--- src/rtl/bldc_pkg.sv ---
// Shared types and lookup tables for the six-step commutator: phase requests,
// step/Hall decoding and fault codes.
package bldc_pkg;

  typedef enum logic [1:0] {
    PH_OFF = 2'd0,
    PH_HI  = 2'd1,
    PH_LO  = 2'd2
  } phase_req_e;

  typedef struct packed {
    phase_req_e a;
    phase_req_e b;
    phase_req_e c;
  } step_req_t;

  localparam logic [1:0] FAULT_NONE  = 2'd0;
  localparam logic [1:0] FAULT_HALL  = 2'd1;
  localparam logic [1:0] FAULT_STALL = 2'd2;

  function automatic step_req_t step_to_req(input logic [2:0] step);
    step_req_t r;
    r.a = PH_OFF;
    r.b = PH_OFF;
    r.c = PH_OFF;
    case (step)
      3'd0: begin r.a = PH_HI; r.b = PH_LO; end
      3'd1: begin r.a = PH_HI; r.c = PH_LO; end
      3'd2: begin r.b = PH_HI; r.c = PH_LO; end
      3'd3: begin r.b = PH_HI; r.a = PH_LO; end
      3'd4: begin r.c = PH_HI; r.a = PH_LO; end
      3'd5: begin r.c = PH_HI; r.b = PH_LO; end
      default: ;
    endcase
    return r;
  endfunction

  function automatic logic hall_valid(input logic [2:0] hall);
    return (hall != 3'b000) && (hall != 3'b111);
  endfunction

  function automatic logic [2:0] hall_to_step(input logic [2:0] hall);
    logic [2:0] s;
    case (hall)
      3'b101:  s = 3'd0;
      3'b100:  s = 3'd1;
      3'b110:  s = 3'd2;
      3'b010:  s = 3'd3;
      3'b011:  s = 3'd4;
      3'b001:  s = 3'd5;
      default: s = 3'd0;
    endcase
    return s;
  endfunction

  function automatic logic [2:0] step_fwd(input logic [2:0] s);
    return (s >= 3'd5) ? 3'd0 : s + 3'd1;
  endfunction

  function automatic logic [2:0] step_rev(input logic [2:0] s);
    return (s == 3'd0) ? 3'd5 : s - 3'd1;
  endfunction

  function automatic logic [2:0] step_add3(input logic [2:0] s);
    return (s >= 3'd3) ? s - 3'd3 : s + 3'd3;
  endfunction

endpackage

--- src/rtl/bldc_deadtime_phase.sv ---
// One inverter leg: turns a HI/LO/OFF request into registered high/low gate
// drives, blanking both switches for DEADTIME_CYCLES after each new request.
module bldc_deadtime_phase
  import bldc_pkg::*;
#(
  parameter int DEADTIME_CYCLES = 4
) (
  input  logic       clk,
  input  logic       reset,
  input  phase_req_e i_req,
  input  logic       i_pwm,
  input  logic       i_fault,
  output logic       o_gate_h,
  output logic       o_gate_l
);

  localparam int CNT_W = (DEADTIME_CYCLES > 0) ? $clog2(DEADTIME_CYCLES + 1) : 1;
  localparam logic [CNT_W-1:0] DT_LOAD = CNT_W'(DEADTIME_CYCLES);

  phase_req_e       r_req_prev;
  logic [CNT_W-1:0] r_blank_cnt;
  logic             r_gate_h;
  logic             r_gate_l;
  logic             w_change;
  logic [CNT_W-1:0] w_cnt_next;
  logic             w_blank;

  // OFF needs no blanking; any switch being turned on waits out the full count
  always_comb begin
    w_change   = (i_req != r_req_prev);
    w_cnt_next = '0;
    if (w_change) begin
      w_cnt_next = (i_req == PH_OFF) ? '0 : DT_LOAD;
    end else if (r_blank_cnt != '0) begin
      w_cnt_next = r_blank_cnt - CNT_W'(1);
    end
    w_blank = (w_cnt_next != '0);
  end

  always_ff @(posedge clk) begin
    if (reset) begin
      r_req_prev  <= PH_OFF;
      r_blank_cnt <= '0;
      r_gate_h    <= 1'b0;
      r_gate_l    <= 1'b0;
    end else begin
      r_req_prev  <= i_req;
      r_blank_cnt <= w_cnt_next;
      r_gate_h    <= i_pwm & (i_req == PH_HI) & ~w_blank & ~i_fault;
      r_gate_l    <= (i_req == PH_LO) & ~w_blank & ~i_fault;
    end
  end

  assign o_gate_h = r_gate_h;
  assign o_gate_l = r_gate_l;

endmodule

--- src/rtl/bldc_commutator_dt.sv ---
// Six-step BLDC commutator with Hall synchroniser, open-loop step timer,
// Hall/stall fault detection and per-phase dead-time gate drivers.
module bldc_commutator_dt
  import bldc_pkg::*;
#(
  parameter int                     DEADTIME_CYCLES = 4,
  parameter int                     STEP_CNT_W      = 32,
  parameter int                     STALL_CNT_W     = 24,
  parameter logic [STALL_CNT_W-1:0] STALL_CYCLES    = 24'd1000000
) (
  input  logic                  clk,
  input  logic                  reset,
  input  logic                  enable,
  input  logic                  use_hall,
  input  logic                  direction,
  input  logic [2:0]            hall_sensors,
  input  logic                  pwm_A,
  input  logic                  pwm_B,
  input  logic                  pwm_C,
  input  logic [STEP_CNT_W-1:0] open_loop_step_duration,
  output logic                  gate_H_A,
  output logic                  gate_H_B,
  output logic                  gate_H_C,
  output logic                  gate_L_A,
  output logic                  gate_L_B,
  output logic                  gate_L_C,
  output logic [2:0]            step,
  output logic                  comm_strobe,
  output logic                  fault,
  output logic [1:0]            fault_code
);

  logic [2:0]             r_hall_p0;
  logic [2:0]             r_hall_p1;
  logic [2:0]             r_hall_p2;
  logic [2:0]             r_step;
  logic [STEP_CNT_W-1:0]  r_timer;
  logic [STALL_CNT_W-1:0] r_stall_cnt;
  logic                   r_fault;
  logic [1:0]             r_fault_code;
  logic                   r_strobe;

  logic                   w_hall_ok;
  logic                   w_hall_edge;
  logic [2:0]             w_hall_step;
  logic [STEP_CNT_W-1:0]  w_dur_m1;
  logic                   w_stall_hit;
  step_req_t              w_req;

  // Hall synchroniser: p0/p1 are the two sync flops, p2 holds the previous synced value
  always_ff @(posedge clk) begin
    if (reset) begin
      r_hall_p0 <= '0;
      r_hall_p1 <= '0;
      r_hall_p2 <= '0;
    end else begin
      r_hall_p0 <= hall_sensors;
      r_hall_p1 <= r_hall_p0;
      r_hall_p2 <= r_hall_p1;
    end
  end

  always_comb begin
    w_hall_ok   = hall_valid(r_hall_p1);
    w_hall_edge = (r_hall_p1 != r_hall_p2);
    w_hall_step = direction ? step_add3(hall_to_step(r_hall_p1)) : hall_to_step(r_hall_p1);
    w_dur_m1    = (open_loop_step_duration == '0) ? '0
                : open_loop_step_duration - STEP_CNT_W'(1);
    w_stall_hit = (r_stall_cnt == STALL_CYCLES - STALL_CNT_W'(1)) && !w_hall_edge;
  end

  always_ff @(posedge clk) begin
    if (reset || !enable) begin
      r_step       <= '0;
      r_timer      <= '0;
      r_stall_cnt  <= '0;
      r_fault      <= 1'b0;
      r_fault_code <= FAULT_NONE;
      r_strobe     <= 1'b0;
    end else begin
      r_strobe <= 1'b0;
      if (!use_hall || w_hall_edge) begin
        r_stall_cnt <= '0;
      end else if (r_stall_cnt != STALL_CYCLES) begin
        r_stall_cnt <= r_stall_cnt + STALL_CNT_W'(1);
      end
      // first fault wins; its code is held until enable drops
      if (!r_fault && use_hall) begin
        if (!w_hall_ok) begin
          r_fault      <= 1'b1;
          r_fault_code <= FAULT_HALL;
        end else if (w_stall_hit) begin
          r_fault      <= 1'b1;
          r_fault_code <= FAULT_STALL;
        end
      end
      if (r_fault || use_hall) begin
        r_timer <= '0;
      end else if (r_timer >= w_dur_m1) begin
        r_timer <= '0;
      end else begin
        r_timer <= r_timer + STEP_CNT_W'(1);
      end
      if (!r_fault) begin
        if (use_hall) begin
          if (w_hall_ok && (w_hall_step != r_step)) begin
            r_step   <= w_hall_step;
            r_strobe <= 1'b1;
          end
        end else if (r_timer >= w_dur_m1) begin
          r_step   <= direction ? step_rev(r_step) : step_fwd(r_step);
          r_strobe <= 1'b1;
        end
      end
    end
  end

  // Disabled legs request OFF so re-enabling always starts with full blanking
  always_comb begin
    w_req.a = PH_OFF;
    w_req.b = PH_OFF;
    w_req.c = PH_OFF;
    if (enable) begin
      w_req = step_to_req(r_step);
    end
  end

  bldc_deadtime_phase #(.DEADTIME_CYCLES(DEADTIME_CYCLES)) u_phase_a (
    .clk(clk), .reset(reset), .i_req(w_req.a), .i_pwm(pwm_A), .i_fault(r_fault),
    .o_gate_h(gate_H_A), .o_gate_l(gate_L_A)
  );

  bldc_deadtime_phase #(.DEADTIME_CYCLES(DEADTIME_CYCLES)) u_phase_b (
    .clk(clk), .reset(reset), .i_req(w_req.b), .i_pwm(pwm_B), .i_fault(r_fault),
    .o_gate_h(gate_H_B), .o_gate_l(gate_L_B)
  );

  bldc_deadtime_phase #(.DEADTIME_CYCLES(DEADTIME_CYCLES)) u_phase_c (
    .clk(clk), .reset(reset), .i_req(w_req.c), .i_pwm(pwm_C), .i_fault(r_fault),
    .o_gate_h(gate_H_C), .o_gate_l(gate_L_C)
  );

  assign step        = r_step;
  assign comm_strobe = r_strobe;
  assign fault       = r_fault;
  assign fault_code  = r_fault_code;

endmodule

--- config.mk ---
export PLATFORM = sky130hd
export DESIGN_NAME = bldc_commutator_dt
export DESIGN_NICKNAME = d
export VERILOG_FILES = /design/src/rtl/bldc_pkg.sv /design/src/rtl/bldc_deadtime_phase.sv /design/src/rtl/bldc_commutator_dt.sv
export SDC_FILE = /design/constraint.sdc
export NUM_CORES = 1
export LEC_CHECK = 0
export BUFFER_PORTS_ARGS = -buffer_cell sky130_fd_sc_hd__buf_2
export CAP_MARGIN = 20
export CORE_MARGIN = 2
export CORE_UTILIZATION = 65
export DETAILED_ROUTE_END_ITERATION = 6
export HOLD_SLACK_MARGIN = 0.1
export PLACE_DENSITY = 0.86
export REMOVE_ABC_BUFFERS = 1
export SLEW_MARGIN = 30
export SYNTH_ARGS = -nofsm -noshare
export SYNTH_HDL_FRONTEND = slang
export SYNTH_SLANG_ARGS = --single-unit
export TNS_END_PERCENT = 20
--- constraint.sdc ---
create_clock -name clk -period 15.3 [get_ports clk]
set_input_delay 3.06 -clock clk [delete_from_list [all_inputs] [get_ports clk]]
set_output_delay 3.06 -clock clk [all_outputs]
set_load 0.02 [all_outputs]
==> flow_summary.json, run 1 <==
{
  "synth-seq-cells": 93,
  "ios": 56,
  "row_count": 34,
  "synth_mux_area_share_pct": 2.08,
  "largest-register": "r_timer",
  "hpwl_um": 9280,
  "layout_common_cells": "96 x nor2_1, 93 x dfxtp_1, 79 x nand2_1, 55 x buf_2, 51 x xor2_1",
  "max_cap_viol_count": 0,
  "remaining_drc_errors": 0,
  "cp-start-kind": "primary input",
  "crit_path_end_kind": "register",
  "crit_family": "simple AND/OR/NAND/NOR gates",
  "grt_pass1_wl_um": 20900,
  "crit_required_ns": 15.52,
  "initialDrtViolationCount": 268,
  "synth_xor_area_share_pct": 11.9,
  "yosys.area.top_type": "dfxtp_1",
  "grt_max_degree": 33,
  "critPathMostFrequentCell": "or4_1",
  "num_antenna_cells": 0,
  "area_growth_pct": 8.71,
  "path_cells": "buf_2 > or4_4 > or4_1 > nor3_1 > nand3_1 > xnor2_1 > nand2_1 > ha_1 > nand4_1 > or4_1 > a2111o_1 > a31oi_1 > or3_2 > nor2_1",
  "syn_inst": 734,
  "wl_um": 12200,
  "grt_pass1_vias": 4866,
  "post_drt_wl_per_cell_um": 13.8,
  "cts-root-buf": "clkbuf_8",
  "place_inst": 870,
  "fmax_mhz": 135,
  "insertion_delay_ns": 0.35,
  "reg.largest.list": "r_timer (32), r_stall_cnt (24)",
  "synth_top_family_by_area": "simple AND/OR/NAND/NOR gates",
  "fin_skew_ns": 0.00930,
  "fill_cells": 688,
  "ant_nets": 0,
  "slew_viol_final": 0,
  "rsz0062_at_grt": "false",
  "h-tree-depth": 3,
  "initial_utilization_pct": 67.2,
  "layout_commonest_cell": "nor2_1",
  "critPathMaxFanout": 32,
  "synth-edff-count": 0,
  "hold_viol_final": 0,
  "fin_crit_ns": 7.43,
  "clk_pin_slew_worst_paths_ns": 0.08,
  "via_per_inst": 5.84,
  "die_area_um2": 9840,
  "maxSlewHeadroom_pct": 38.9,
  "synth_area_um2": 5890,
  "power.density_nw_per_um2": 73.4,
  "largest_reg_flops": 32,
  "period_share_pct": 48.6,
  "cts_hold_buf": 0,
  "hold_path.class": "reg2reg",
  "synth_ff_type": "dfxtp_1",
  "clock-sinks": 93,
  "place.gp.congestion": 0.944,
  "synthSimpleGateAreaFrac_pct": 28.9,
  "layout-drive-gt1-share_pct": 10.8,
  "ys_async_sr_fraction_pct": 0,
  "cts_buffers": 9,
  "netlist.area_leader.share_pct": 31.6,
  "nets": 866,
  "via_count": 5177,
  "globalRouteOverflowTotal": 0,
  "crit_arrival_ns": 7.65,
  "synth_compound_area_share_pct": 11.2,
  "die_x_um": 99.2,
  "core_um2": 8760,
  "fin_setup_tns_ns": 0,
  "yosysSeqAreaShare_pct": 31.6,
  "yosys-top-cells-area": "dfxtp_1 32%, ha_1 11%, xor2_1 7.6%",
  "cts_tree": "done",
  "io_buffers": 55,
  "antenna_found_initial": 0,
  "cts_resized": 0,
  "ys_warn_count": 0,
  "power_leakage_nw": 2.60,
  "ir_drop_uv": 61.4,
  "crit_path_top_delay_cell": "nor3_1",
  "slowest_delay_ns": 0.58,
  "finalSetupViolations": 0,
  "gr-usage-all-layers_pct": 25.0,
  "synth_fa_ha_area_share_pct": 10.6,
  "status": "finished clean",
  "synth.distinct_cells": 64,
  "criticalPathCategory": "in2reg",
  "worst-path-buf-inv": 1,
  "avgSynthCellArea_um2": 8.03,
  "cts_buffer_depth": 2,
  "layout.cells.non_filler": 886,
  "die_h_um": 99.2,
  "drt-pass1-iter-count": 4,
  "tightest_slew_ns": 0.914,
  "postCtsSetupBuffers": 0
}
## cell families (layout without fill, tap and decap cells)
kind of cell,Yosys count,in the layout
AO/OA/AOI/OAI,103,103
XOR/XNOR,80,80
adder cells (fa/ha/maj),50,50
buffers and inverters,55,99
flip-flops,93,93
multiplexers,12,12
AND/OR/NAND/NOR,341,341
## worst paths after layout
check                                    from  cells after the start      endpoint  slack (ns)
hold reg to reg                  r_hall_p0[2]                      1  r_hall_p1[2]        0.44
hold / removal                   r_hall_p0[2]                      1  r_hall_p1[2]        0.44
setup reg to reg                   r_timer[0]                      8   r_timer[12]       12.36
setup / recovery  open_loop_step_duration[15]                     14   r_timer[12]        7.87
## Yosys cell counts (4+ instances only)
master and n:
clkbuf_1 21, nor4b_1 4, o211ai_1 4, mux2i_1 10, nand2b_1 12, xnor2_1 29
or4_1 4, nand2_1 79, and3_1 11, ha_1 50, or3_1 17, and4_1 5
xor2_1 51, nand3_1 33, a211oi_1 6, inv_1 27, o311ai_0 4, buf_2 4
nor2b_1 12, nor2_1 96, a21oi_1 32, o21ai_0 26, nor3_1 25, nand4_1 12
dfxtp_1 93, and2_1 4, nor4_1 13
## metrics by stage
step	setup WS (ns)	cell area, um^2	power (mW)	utilization [%]	hold slack (ns)
after floorplan	7.99	5770	0.291	-	0.414
after global placement	7.43	6190	0.308	70.7	0.424
after detailed placement	7.09	6190	0.311	70.7	0.428
after CTS	7.43	6390	0.472	72.9	0.450
after global routing	7.60	6400	0.491	73.1	0.467
final	7.87	6400	0.470	73.1	0.444
## power by group
part	switching [mW]	leakage (nW)	internal, mW
logic	0.0332	1.75	0.0237
clock network	0.0832	0.0959	0.0804
registers	0.00397	0.752	0.246
total	0.120	2.60	0.350
## layer usage
layer	wire, um	GRT usage [%]	vias to the layer above
met5	0	0	-
met4	170	7.48	0
met3	426	4.99	19
met2	6030	43.5	92
met1	5600	31.3	2423
li1	-	-	2643
## cell type report
type | instances | area, um^2 | share of cell area [%]
clock buffers | 11 | 141 | 2.21
flip-flops and latches | 93 | 1860 | 29.1
multi-input cells | 586 | 3820 | 59.7
clock inverters | 5 | 58.8 | 0.918
repair buffers | 56 | 283 | 4.41
well taps | 108 | 135 | 2.11
inverters | 27 | 101 | 1.58
Power figures use the tool's default switching activity.
==> run 2: changes to the inputs <==
- ABC_AREA: default -> 1
- CORE_UTILIZATION: 65 -> 61
- PLACE_DENSITY: 0.86 -> 0.81
- clock period: 15.3 -> 7.13 ns (I/O delays scaled with it)
==> flow_summary.json, run 2 <==
{
  "status": "finished clean",
  "synth.distinct_cells": 41,
  "row_count": 36,
  "period_share_pct": 63.2,
  "yosysSeqAreaShare_pct": 29.8,
  "hpwl_um": 11000,
  "die_area_um2": 11100,
  "p_clk_share_pct": 33.6,
  "wl_met2_um": 6420,
  "rrSetupSlack_ns": 4.74,
  "postCtsSetupBuffers": 0,
  "h-tree-depth": 3,
  "rr_worst_depth": 17,
  "post_drt_wl_per_cell_um": 12.2,
  "fin_hold_ws_ns": 0.408,
  "top_layer": "met4",
  "globalRouteOverflowTotal": 0,
  "layout_commonest_cell": "nand2_1",
  "ys_async_sr_fraction_pct": 0,
  "ys_warn_count": 0,
  "slowest_delay_ns": 0.40,
  "slew_viol_final": 0,
  "core_um2": 9860,
  "syn_inst": 946,
  "wl_um": 13900,
  "setup_ws_ns": 2.62,
  "power_leakage_nw": 3.05,
  "crit_path_end_kind": "register",
  "layout.cells.non_filler": 1142,
  "insertion_delay_ns": 0.35,
  "ios": 56,
  "cts_resized": 0,
  "nets": 1096,
  "maxSlewHeadroom_pct": 65.7,
  "yosys.area.top_type": "dfxtp_1",
  "max_cap_viol_count": 0,
  "remaining_drc_errors": 0,
  "antenna_found_initial": 1,
  "yosys-top-cells-area": "dfxtp_1 30%, nand2_1 12%, ha_1 10%",
  "synth-edff-count": 0,
  "die_h_um": 105,
  "yosysMostFrequentCell": "nand2_1",
  "crit_required_ns": 7.38,
  "ant_nets": 0,
  "cts-root-buf": "clkbuf_8",
  "criticalPathCategory": "in2reg",
  "p_sw_mw": 0.273,
  "hold-path-endpoint": "r_hall_p1[2]",
  "fin_setup_tns_ns": 0,
  "rsz0062_at_grt": "false",
  "area_growth_pct": 9.72,
  "largest-register": "r_timer",
  "cts_buffer_depth": 2,
  "r2r-end": "step[0]",
  "hold_path.class": "reg2reg",
  "netlist_top_cells_count": "198 x nand2_1, 148 x nor2_1, 128 x inv_1, 93 x dfxtp_1, 56 x nand3_1",
  "wl_met1_um": 6700,
  "critPathMostFrequentCell": "nand2_1",
  "via_count": 5965,
  "whs_path_depth": 2,
  "tightest_slew_ns": 0.513,
  "cts_hold_buf": 0,
  "crit_arrival_ns": 4.76,
  "utilization_pct": 69.4,
  "grt_pass1_vias": 5457,
  "via_per_inst": 5.22,
  "initialDrtViolationCount": 367,
  "p_comb_share_pct": 14.0,
  "initial_utilization_pct": 63.3,
  "min_from": "r_hall_p0[2]",
  "crit_path_top_delay_cell": "nand2b_1",
  "grt_pass1_wl_um": 23900,
  "internal_power_mw": 0.753,
  "place.gp.congestion": 0.882,
  "path_cells": "buf_2 > nor3_2 > nand2_2 > nor2_4 > nand2_4 > nor2_4 > inv_2 > nor2_2 > nand2_1 > inv_2 > nand3_1 > xnor2_1 > nand2_1 > ha_1 > nand2_1 > nor2_1 > nand2_1 > nor2_1 > nand4_1 > nand4_1 > nand2b_1 > buf_4 > nor2_1",
  "drt-pass1-iter-count": 5,
  "finalSetupViolations": 0,
  "synth_area_um2": 6240,
  "layout-drive-gt1-share_pct": 11.5,
  "grt_max_degree": 26,
  "critPathMaxFanout": 21,
  "clk_pin_slew_worst_paths_ns": 0.09,
  "synth-seq-cells": 93,
  "place_inst": 1125,
  "swShare_pct": 26.6,
  "netlist.area_leader.share_pct": 29.8,
  "fmax_mhz": 222,
  "io_buffers": 55,
  "fin_skew_ns": 0.00973,
  "power.density_nw_per_um2": 150,
  "layout_common_cells": "198 x nand2_1, 148 x nor2_1, 128 x inv_1, 93 x dfxtp_1, 56 x nand3_1",
  "hold_viol_final": 0,
  "reg.largest.list": "r_timer (32), r_stall_cnt (24)",
  "cts_buffers": 9,
  "fin_crit_ns": 4.51,
  "dp_slack_ns": 2.24,
  "avgSynthCellArea_um2": 6.60,
  "clock-sinks": 93,
  "largest_reg_flops": 32,
  "pwr-share-seq_pct": 52.5,
  "cts_tree": "done",
  "synth_ff_type": "dfxtp_1",
  "gr-usage-all-layers_pct": 25.9,
  "met3WireLength_um": 607,
  "r2r_start": "r_hall_p1[0]",
  "ir_drop_uv": 137,
  "cp-start-kind": "primary input",
  "die_x_um": 105
}
[run 2: per-stage QoR]
step | total power, mW | area, um^2
floorplan | 0.644 | 6200
global placement | 0.690 | 6650
detailed placement | 0.693 | 6650
CTS | 1.03 | 6850
global route | 1.08 | 6850
finish | 1.03 | 6850
[run 2: logic make-up after synthesis]
logic type	count (synthesis)	share of synthesized area [%]
and+or+nand+nor	512	36.8
buffers and inverters	146	8.84
AOI/OAI and AO/OA	118	10.7
DFF	93	29.8
adders and majority gates	50	10.0
xor gates and xnor gates	27	3.79
[run 2: how the worst max path moves through the flow]
stage	from	end	slack, ns
after floorplan	open_loop_step_duration[2]	r_timer[15]	2.78
after global placement	open_loop_step_duration[2]	r_timer[21]	2.38
after detailed placement	open_loop_step_duration[2]	r_timer[22]	2.24
after CTS	open_loop_step_duration[2]	r_timer[22]	2.64
after global routing	open_loop_step_duration[0]	r_timer[26]	2.21
final	open_loop_step_duration[2]	r_timer[22]	2.62
[run 2: power groups by stage]
stage,Combinational (mW),Sequential (mW),Clock (mW)
after floorplan,0.0912,0.552,0
after global placement,0.140,0.550,0
after detailed placement,0.142,0.550,0
after CTS,0.143,0.538,0.352
after global routing,0.165,0.540,0.371
final,0.143,0.538,0.344
[run 2: worst max-delay path: cells and delay by family]
family / cells / cell delay, ns
xor gates and xnor gates: 1 / 0.16
adders and majority gates: 1 / 0.32
buffers and inverters: 4 / 0.61
and+or+nand+nor: 17 / 2.23
[run 2: layout make-up]
cell class,count,area [um^2]
clock buffers,12,145
multi-input cells,707,3830
flip-flops and latches,93,1860
well taps,133,166
fillers,849,3020
repair buffers,57,290
clock inverters,4,47.5
inverters,135,507
diodes,1,2.50
[run 2: layer usage]
layer	vias to the layer above	global-route usage, %
met5	-	0
met4	0	6.38
met3	16	4.62
met2	118	43.7
met1	2650	34.4
li1	3181	-
==> run 3: changes to the inputs <==
- ABC_AREA: 1 -> 0
- CORE_UTILIZATION: 61 -> 54
- PLACE_DENSITY: 0.81 -> 0.77
- clock period: 7.13 -> 3.9 ns (I/O delays scaled with it)
==> flow_summary.json, run 3 (same netlist as run 1, synthesis figures left out) <==
{
  "slew_viol_final": 0,
  "finalSetupViolations": 36,
  "utilization_pct": 65.9,
  "criticalPathCategory": "in2reg",
  "worst-path-buf-inv": 2,
  "tightest_slew_ns": 0.915,
  "wl_um": 14500,
  "critPathMaxFanout": 8,
  "violations": "negative setup slack",
  "slowest_delay_ns": 0.55,
  "largest_reg_flops": 32,
  "grt_pass1_wl_um": 22900,
  "gr-usage-all-layers_pct": 24.1,
  "ant_nets": 0,
  "hold_viol_final": 0,
  "crit_arrival_ns": 4.60,
  "fin_hold_ws_ns": 0.445,
  "initialDrtViolationCount": 267,
  "post_drt_wl_per_cell_um": 14.8,
  "rsz0062_at_grt": "true",
  "power_leakage_nw": 2.95,
  "insertion_delay_ns": 0.38,
  "path_cells": "buf_6 > or4_4 > or4_4 > or3_4 > nor4_4 > xor2_1 > nand2_1 > ha_4 > nand4_1 > or4_4 > a2111o_1 > a31oi_4 > or3_4 > buf_12 > nor2_1",
  "finalPower_mw": 1.93,
  "setup_ws_ns": -0.427,
  "fin_crit_ns": 4.33,
  "core_um2": 10700,
  "die_h_um": 108,
  "status": "finished with violations",
  "clock-sinks": 93,
  "cts_hold_buf": 0,
  "die_area_um2": 11800,
  "layout.cells.non_filler": 976,
  "layout_common_cells": "93 x dfxtp_1, 92 x nor2_1, 79 x nand2_1, 53 x buf_2, 52 x buf_4",
  "h-tree-depth": 3,
  "layout-drive-gt1-share_pct": 18.3,
  "io_buffers": 55,
  "cts_buffer_depth": 2,
  "maxSlewHeadroom_pct": 38.8,
  "drt-pass1-iter-count": 5,
  "cts_tree": "done",
  "place.gp.congestion": 0.917,
  "cts_buffers": 9,
  "initial_utilization_pct": 54.8,
  "grt_max_degree": 32,
  "multiInputGateArea_um2": 3930,
  "cp-start-kind": "primary input",
  "ios": 56,
  "largest-register": "r_timer",
  "remaining_drc_errors": 0,
  "die_x_um": 108,
  "dp_slack_ns": -1.11,
  "via_per_inst": 5.69,
  "crit_path_top_delay_cell": "or4_4",
  "period_share_pct": 111,
  "place_inst": 955,
  "hpwl_um": 10400,
  "area_growth_pct": 20.2,
  "max_cap_viol_count": 0,
  "crit_path_end_kind": "register",
  "cts-root-buf": "clkbuf_8",
  "power.density_nw_per_um2": 272,
  "clk_pin_slew_worst_paths_ns": 0.09,
  "globalRouteOverflowTotal": 0,
  "fin_skew_ns": 0.00995,
  "fin_area_um2": 7080,
  "fill_cells": 884,
  "antenna_found_initial": 0,
  "hold_path.class": "reg2reg",
  "nets": 924,
  "place_area_um2": 6660,
  "reg.largest.list": "r_timer (32), r_stall_cnt (24)",
  "via_count": 5553,
  "seq_area_um2": 1860,
  "critPathMostFrequentCell": "or4_4",
  "crit_required_ns": 4.17,
  "layout_commonest_cell": "dfxtp_1",
  "fmax_mhz": 231,
  "fin_setup_tns_ns": -14.39,
  "num_antenna_cells": 0,
  "row_count": 38,
  "ir_drop_uv": 315,
  "crit_family": "simple AND/OR/NAND/NOR gates",
  "grt_pass1_vias": 5204
}
==> run 3: cell types whose count changed in the layout (fill, tap and decap cells not counted), moves of 17 or more <==
cell / before / now
nand2_1: 198 / 79
inv_1: 128 / 27
nor2_1: 148 / 92
buf_4: 2 / 52
xor2_1: 17 / 51
nand3_1: 56 / 33
xnor2_1: 10 / 29
a21oi_1: 49 / 32
==> run 3: repair_timing <==
action | CTS | global route
pin swaps | 19 | 9
setup buffers | 3 | 0
gates cloned | 1 | 1
endpoints found under the setup margin | 36 | 36
resized for setup | 15 | 12
==> run 3: area by class of cell <==
type	count	area share, %
Sequential cell	93	26.3
Inverter	27	1.43
Timing Repair Buffer	114	11.4
Tap cell	140	2.47
Clock buffer	11	2.14
Multi-Input combinational cell	586	55.5
Clock inverter	5	0.813
==> run 3: worst paths after layout <==
check	startpoint	to	slack, ns	cells past startpoint
setup / recovery	open_loop_step_duration[15]	r_timer[16]	-0.43	15
hold / removal	r_hall_p0[1]	r_hall_p1[1]	0.45	1
setup reg to reg	step[2]	u_phase_a.o_gate_h	1.01	8
hold reg to reg	r_hall_p0[1]	r_hall_p1[1]	0.45	1
==> run 3: power by group <==
group / internal, mW / switching [mW] / total [mW]
registers: 0.963 / 0.0162 / 0.979
logic: 0.127 / 0.144 / 0.271
clock network: 0.332 / 0.344 / 0.676
total: 1.42 / 0.504 / 1.93
==> run 3: routing by layer <==
metal | GRT usage [%] | vias to the layer above | part of all wire, %
li1 | - | 2764 | -
met1 | 28.5 | 2648 | 43
met2 | 43.3 | 117 | 51
met3 | 5.12 | 24 | 3.7
met4 | 7.60 | 0 | 1.9
met5 | 0 | - | 0
